$ cat config.mk
export PLATFORM = sky130hd
export DESIGN_NAME = uart_tx_ctrl
export DESIGN_NICKNAME = d
export VERILOG_FILES = /design/src/rtl/uart_tx_ctrl.sv
export SDC_FILE = /design/constraint.sdc
export NUM_CORES = 1
export LEC_CHECK = 0
export ABC_AREA = 1
export BUFFER_PORTS_ARGS = -buffer_cell sky130_fd_sc_hd__buf_4
export CAP_MARGIN = 20
export CORE_AREA = 4 4 41 43
export CTS_CLUSTER_DIAMETER = 120
export DETAILED_ROUTE_END_ITERATION = 12
export DIE_AREA = 0 0 45 47
export MAX_ROUTING_LAYER = met4
export PLACE_DENSITY = 0.83
export SYNTH_ARGS = -nofsm -noshare
export SYNTH_HDL_FRONTEND = slang
export SYNTH_SLANG_ARGS = --single-unit
export TNS_END_PERCENT = 10
$ cat constraint.sdc
create_clock -name clk -period 2.4 [get_ports clk]
set_input_delay 0.48 -clock clk [delete_from_list [all_inputs] [get_ports clk]]
set_output_delay 0.48 -clock clk [all_outputs]
set_load 0.1 [all_outputs]
$ cat src/rtl/uart_tx_ctrl.sv
// UART transmit frame controller: start bit, serializer-driven data bits, optional parity, stop bit.
// TX_OUT is decoded from the registered state, plus ser_data while in DATA.
module uart_tx_ctrl #(
  parameter int DATA_WIDTH = 8
) (
  input  logic                  clk,
  input  logic                  rst_n,
  input  logic [DATA_WIDTH-1:0] P_DATA,
  input  logic                  Data_Valid,
  input  logic                  PAR_EN,
  input  logic                  PAR_TYP,
  input  logic                  ser_data,
  input  logic                  ser_done,
  output logic                  ser_en,
  output logic                  busy,
  output logic                  TX_OUT,
  output logic                  tx_done,
  output logic                  tx_err
);

  localparam int CW = $clog2(DATA_WIDTH + 1);

  typedef enum logic [2:0] {
    IDLE   = 3'd0,
    START  = 3'd1,
    DATA   = 3'd2,
    PARITY = 3'd3,
    STOP   = 3'd4
  } state_t;

  state_t        state, state_nxt;
  logic [CW-1:0] cnt;
  logic          par_bit;
  logic          par_en_q;
  logic          data_last;
  logic          timeout;

  // The data phase ends on ser_done, or on the last count as a fallback.
  assign data_last = ser_done || (cnt == CW'(DATA_WIDTH - 1));
  assign timeout   = (state == DATA) && !ser_done && (cnt == CW'(DATA_WIDTH - 1));

  always_ff @(posedge clk or negedge rst_n) begin
    if (!rst_n) begin
      state    <= IDLE;
      cnt      <= '0;
      par_bit  <= 1'b0;
      par_en_q <= 1'b0;
      tx_err   <= 1'b0;
    end else begin
      state  <= state_nxt;
      tx_err <= timeout;
      if (state == IDLE && Data_Valid) begin
        par_en_q <= PAR_EN;
        par_bit  <= PAR_TYP ? ~^P_DATA : ^P_DATA;
      end
      if (state == START) begin
        cnt <= '0;
      end else if (state == DATA) begin
        cnt <= cnt + 1'b1;
      end
    end
  end

  always_comb begin
    state_nxt = state;
    ser_en    = 1'b0;
    busy      = 1'b1;
    TX_OUT    = 1'b1;
    tx_done   = 1'b0;
    case (state)
      IDLE: begin
        busy = 1'b0;
        if (Data_Valid) state_nxt = START;
      end
      START: begin
        TX_OUT    = 1'b0;
        state_nxt = DATA;
      end
      DATA: begin
        ser_en = 1'b1;
        TX_OUT = ser_data;
        if (data_last) state_nxt = par_en_q ? PARITY : STOP;
      end
      PARITY: begin
        TX_OUT    = par_bit;
        state_nxt = STOP;
      end
      STOP: begin
        tx_done   = 1'b1;
        state_nxt = IDLE;
      end
      default: begin
        busy      = 1'b0;
        state_nxt = IDLE;
      end
    endcase
  end

endmodule

==> flow_summary_export.csv, run 1 <==
group,metric,value,unit
outcome,outcome,"completed",
global_routing,grt_pass1_vias,602,
detailed_routing,wl,1.28,mm
clock_network,clockRootBuffer,"clkbuf_4",
placement,portBuffers,19,
timing,min_period,2100,ps
detailed_routing,top_layer,"met4",
global_routing,grt_max_degree,11,
worst_setup_path,critPathKind,"flop to output pin",
layout,multi_input_area,325,sq um
detailed_routing,wl_met3,101,um
layout,antennaDiodeCount,0,
yosys,synth-main-ff-cell,"dfrtp_1",
worst_setup_path,slowest_stage,"dfrtp_1",
layout,seq_area,250,sq um
die,start_util,48.3,%
clock_network,cts_resized,0,
worst_setup_path,cp-start-kind,"flop",
die,die-area,2120,sq um
die,fp-row-count,13,
die,die_height,47,um
clock_network,clock_sinks,10,
detailed_routing,postRouteAntennaNets,0,
clock_network,post_cts_buffers,0,
placement,postPlaceCellArea,797,sq um
clock_network,holdBufCountCts,0,
layout,final_cell_count_no_fill,132,
placement,hpwl,1.12,mm
worst_setup_path,crit_required,1920,ps
detailed_routing,drtIter0Drc,7,
layout,num-nets-final,134,
clock_network,htree_levels,1,
timing,tightest_slew,359,ps
run,maxCapViolCount,0,
power,p_total,1.08,mW
timing,timing.final.ws_setup,299,ps
detailed_routing,met1Wirelength,491,um
power,power_density,1300,nW/um^2
yosys,syn-instance-count,94,
worst_setup_path,cp_top_family,"buffers and inverters",
global_routing,grt_first_pass_wirelength,2.28,mm
yosys,avgSynthCellArea,6.68,sq um
power,peakVddDrop,712,uV
power,leakage,0.486,nW
detailed_routing,wl_per_cell,9.67,um
clock_network,insertion_delay,260,ps
die,io_pins,20,
worst_setup_path,crit_path_max_incr_delay,430,ps
placement,post-place-ws,582,ps
die,core_area,1300,sq um
detailed_routing,drc,0,
yosys,ys_warn_count,0,
timing,setup_tns,0,ps
global_routing,grt_overflow_total,0,
detailed_routing,dr.pass1.iters,5,
yosys,ys_async_sr_fraction,100,%
detailed_routing,dr_wl_met2,648,um
yosys,synth_cell_types,18,
layout,nFillCells,128,
timing,drv_slew,0,
timing,hold_violations,0,
yosys,yosysSeqAreaShare,39.8,%
layout,design_area,833,sq um
worst_setup_path,cp-end-kind,"output pin",
yosys,synth_edf_count,0,
die,dieWidth,45,um
timing,fin_skew,4.47,ps
timing,fin_crit_sh,87.5,%
hold_path,hold_path.class,"primary input to async pin",
worst_setup_path,path_buf_inv,2,
layout,syn_to_final_growth,32.7,%
yosys,synth_area,628,sq um
worst_setup_path,crit_chain,"nor2_2 > nand2_2 > inv_2 > a21oi_1 > nand3_1 > buf_4",
timing,finalSetupViolCount,0,
detailed_routing,vias,657,
timing,fmax,476,MHz
global_routing,antenna_found_initial,0,
detailed_routing,via_per_inst,4.98,
timing,grt_setup_unrepaired,"no",
yosys,synth_seq_cells,10,
worst_setup_path,cp_max_fo,8,
placement,dp_cells,128,
yosys,syn_nets,110,
layout,drive_above_1_share,25.6,%
placement,globalplace.congestion,0.921,
global_routing,grt_util_all_layers,16.1,%
clock_network,cts_buffers,3,
timing,slew_headroom,75.8,%
clock_network,cts_tree,"done",
clock_network,cts_buffer_depth,2,
clock_network,clkTransAtPathRegs,60,ps
worst_setup_path,worstPathArrival,1620,ps
[metrics by stage]
stage,utilization [%],hold WS (ps)
floorplan,-,184
global placement,61.3,312
detailed placement,61.3,312
CTS,64.0,22.8
global route,64.0,14.5
finish,64.0,27.8
[cells in the mapped netlist, types with 2 or more instances]
cell | number | area (sq um)
nand2_1 | 31 | 116
a21oi_1 | 4 | 20.0
inv_2 | 2 | 7.51
nor2_2 | 2 | 12.5
o21ai_0 | 3 | 15.0
inv_1 | 14 | 52.6
dfrtp_1 | 10 | 250
nand3_1 | 10 | 50.1
nor2_1 | 9 | 33.8
[report_power, final]
| group | switching (mW) | internal [mW] | leakage (nW) | total, mW |
|---|---|---|---|---|
| sequential | 0.0503 | 0.225 | 0.132 | 0.275 |
| clock | 0.0541 | 0.0920 | 0.0210 | 0.146 |
| combinational | 0.498 | 0.163 | 0.333 | 0.661 |
| total | 0.602 | 0.480 | 0.486 | 1.08 |
[registers in the layout, summed over array words and instances, names as in the netlist]
register  flops
cnt           4
tx_err        1
par_en_q      1
par_bit       1
state         3
[cell type report]
| class | instances | area share, % |
|---|---|---|
| multi-input combinational | 68 | 39.0 |
| sequential | 10 | 30.0 |
| timing repair buffer | 19 | 17.1 |
| inverter | 16 | 7.21 |
| clock buffer | 4 | 4.35 |
| tap | 15 | 2.25 |
[routing by layer]
| layer | vias up | GRT usage (%) |
|---|---|---|
| met4 | 0 | 10.5 |
| met2 | 18 | 25.7 |
| met5 | - | - |
| met1 | 292 | 16.7 |
| li1 | 342 | - |
| met3 | 5 | 5.75 |
[worst register-to-register path: cells and delay by family (launching register included)]
family / cells / cell delay (ps)
DFF: 1 / 430
AOI/OAI and AO/OA: 2 / 210
and+or+nand+nor: 4 / 500
[path summary, 6_finish.rpt]
kind,start,endpoint,slack [ps],depth (start not counted)
min,rst_n,tx_err,30,1
min in group clk,ser_done,tx_err,390,2
max reg2reg,state[2],state[1],1120,6
min reg2reg,par_bit,par_bit,490,2
max in group asynchronous,rst_n,cnt[3],2230,1
max,state[2],TX_OUT,300,6
[cell usage in the layout, fill, tap and decap left out]
cell / count
a21oi_1: 4
buf_4: 19
clkbuf_4: 3
clkbuf_8: 1
dfrtp_1: 10
ha_1: 1
inv_1: 14
inv_2: 2
nand2_1: 31
nand2_2: 1
nand3_1: 10
nand3_2: 1
nor2_1: 8
nor2_2: 2
nor2_4: 1
nor3_1: 1
o21ai_0: 3
o21ai_1: 1
o31ai_1: 1
o32ai_1: 1
or3_1: 1
xor2_1: 1
[kinds of logic (layout without fill, tap and decap cells)]
group	Yosys count	after routing	synth area share [%]
buf+inv	16	39	9.56
compound gates	10	10	8.96
simple gates	56	56	38.2
xor+xnor	1	1	1.39
flops	10	10	39.8
fa+ha+maj	1	1	1.99
Note: power is estimated with default switching activity, not from simulation.
==> run 2, diff against run 1 <==
RECOVER_POWER = 25   (was unset)
==> flow_summary_export.csv, run 2 (synthesis results as in run 1) <==
group,metric,value,unit
timing,hold_slack,151,ps
layout,antennaDiodeCount,0,
placement,portBuffers,19,
timing,setup_tns,0,ps
global_routing,grt_util_all_layers,16.1,%
layout,final_cell_count_no_fill,132,
worst_setup_path,cp-end-kind,"output pin",
clock_network,cts_buffer_depth,2,
worst_setup_path,cp_max_fo,8,
run,maxCapViolCount,0,
clock_network,insertion_delay,260,ps
layout,layout_commonest_cell,"nand2_1",
detailed_routing,postRouteAntennaNets,0,
die,io_pins,20,
die,fp-row-count,13,
timing,timing.final.ws_setup,299,ps
layout,reg.largest.list,"cnt x4, state x3",
global_routing,grt_pass1_vias,602,
layout,regMostFlops,"cnt",
clock_network,cts_buffers,3,
detailed_routing,dr.pass1.iters,5,
timing,fin_crit_sh,87.5,%
hold_path,hold_path.class,"primary input to async pin",
global_routing,grt_first_pass_wirelength,2.28,mm
die,die-area,2120,sq um
power,power_density,1300,nW/um^2
outcome,outcome,"completed",
clock_network,clockRootBuffer,"clkbuf_4",
clock_network,holdBufCountCts,0,
detailed_routing,wl,1.27,mm
timing,hold_violations,0,
detailed_routing,drtIter0Drc,7,
layout,num-nets-final,134,
placement,dp_cells,128,
timing,fin_skew,4.01,ps
global_routing,grt_max_degree,11,
die,dieWidth,45,um
layout,largest_reg_flops,4,
timing,fmax,476,MHz
clock_network,cts_resized,0,
placement,post-place-ws,582,ps
global_routing,grt_overflow_total,0,
worst_setup_path,critPathKind,"flop to output pin",
placement,hpwl,1.12,mm
die,core_area,1300,sq um
detailed_routing,via_per_inst,4.98,
clock_network,post_cts_buffers,0,
timing,grt_setup_unrepaired,"no",
power,leakage,0.482,nW
layout,final_cell_mix,"31 x nand2_1, 18 x buf_4, 14 x inv_1, 10 x nand3_1, 10 x dfrtp_1",
layout,drive_above_1_share,24.8,%
worst_setup_path,crit_required,1920,ps
timing,finalSetupViolCount,0,
worst_setup_path,cp-start-kind,"flop",
clock_network,cts_tree,"done",
detailed_routing,wl_per_cell,9.64,um
worst_setup_path,crit_end,"TX_OUT",
detailed_routing,drc,0,
power,peakVddDrop,712,uV
layout,syn_to_final_growth,32.1,%
clock_network,htree_levels,1,
clock_network,clock_sinks,10,
placement,globalplace.congestion,0.921,
layout,nFillCells,129,
global_routing,antenna_found_initial,0,
worst_setup_path,r2r-start,"state[2]",
worst_setup_path,worst-r2r-setup-slack,1120,ps
worst_setup_path,r2r_cells,6,
timing,slew_headroom,66.6,%
die,die_height,47,um
worst_setup_path,cp-startpoint,"state[2]",
power,p_total,1.08,mW
clock_network,clkTransAtPathRegs,60,ps
timing,min_period,2100,ps
detailed_routing,vias,658,
worst_setup_path,r2r-end,"state[1]",
timing,tightest_slew,502,ps
timing,drv_slew,0,
worst_setup_path,worstPathArrival,1620,ps
die,start_util,48.3,%
## run 2: worst min-delay path by stage
| stage | to | slack [ps] | depth (start not counted) |
|---|---|---|---|
| final | tx_err | 150 | 1 |
| after global routing | tx_err | 190 | 1 |
| after floorplan | cnt[0] | 180 | 0 |
| after CTS | tx_err | 20 | 1 |
| after detailed placement | tx_err | 310 | 1 |
| after global placement | cnt[2] | 310 | 1 |
## run 2: cell type report
class                   instances  area, sq um  area share, %
multi-input cells              68          325           39.2
flip-flops and latches         10          250           30.2
repair buffers                 19          139           16.7
inverters                      16         60.1           7.24
clock buffers                   4         36.3           4.37
well taps                      15         18.8           2.26
## run 2: per-layer routing
layer | global-route usage [%] | share of wire, % | vias up
li1 | - | - | 343
met1 | 16.7 | 38 | 292
met2 | 25.7 | 51 | 18
met3 | 5.75 | 7.9 | 5
met4 | 10.5 | 2.8 | 0
met5 | - | 0 | -
## run 2: worst max-delay path, cell delays in order (launching register included)
cell and delay [ps]:
dfrtp_1 430, nor2_2 210, nand2_2 130, inv_2 150
a21oi_1 80, nand3_1 70, buf_4 290
## run 2: stage by stage
| step | area (sq um) | utilization [%] |
|---|---|---|
| 4_1_cts | 833 | 64.0 |
| 6_report | 830 | 63.7 |
| 5_1_grt | 830 | 63.7 |
| 2_1_floorplan | 636 | - |
| 3_5_place_dp | 797 | 61.3 |
| 3_3_place_gp | 797 | 61.3 |
## run 2: power by group
| group | switching, mW | internal, mW | leakage, nW |
|---|---|---|---|
| sequential | 0.0503 | 0.225 | 0.132 |
| combinational | 0.498 | 0.163 | 0.330 |
| clock | 0.0539 | 0.0920 | 0.0210 |
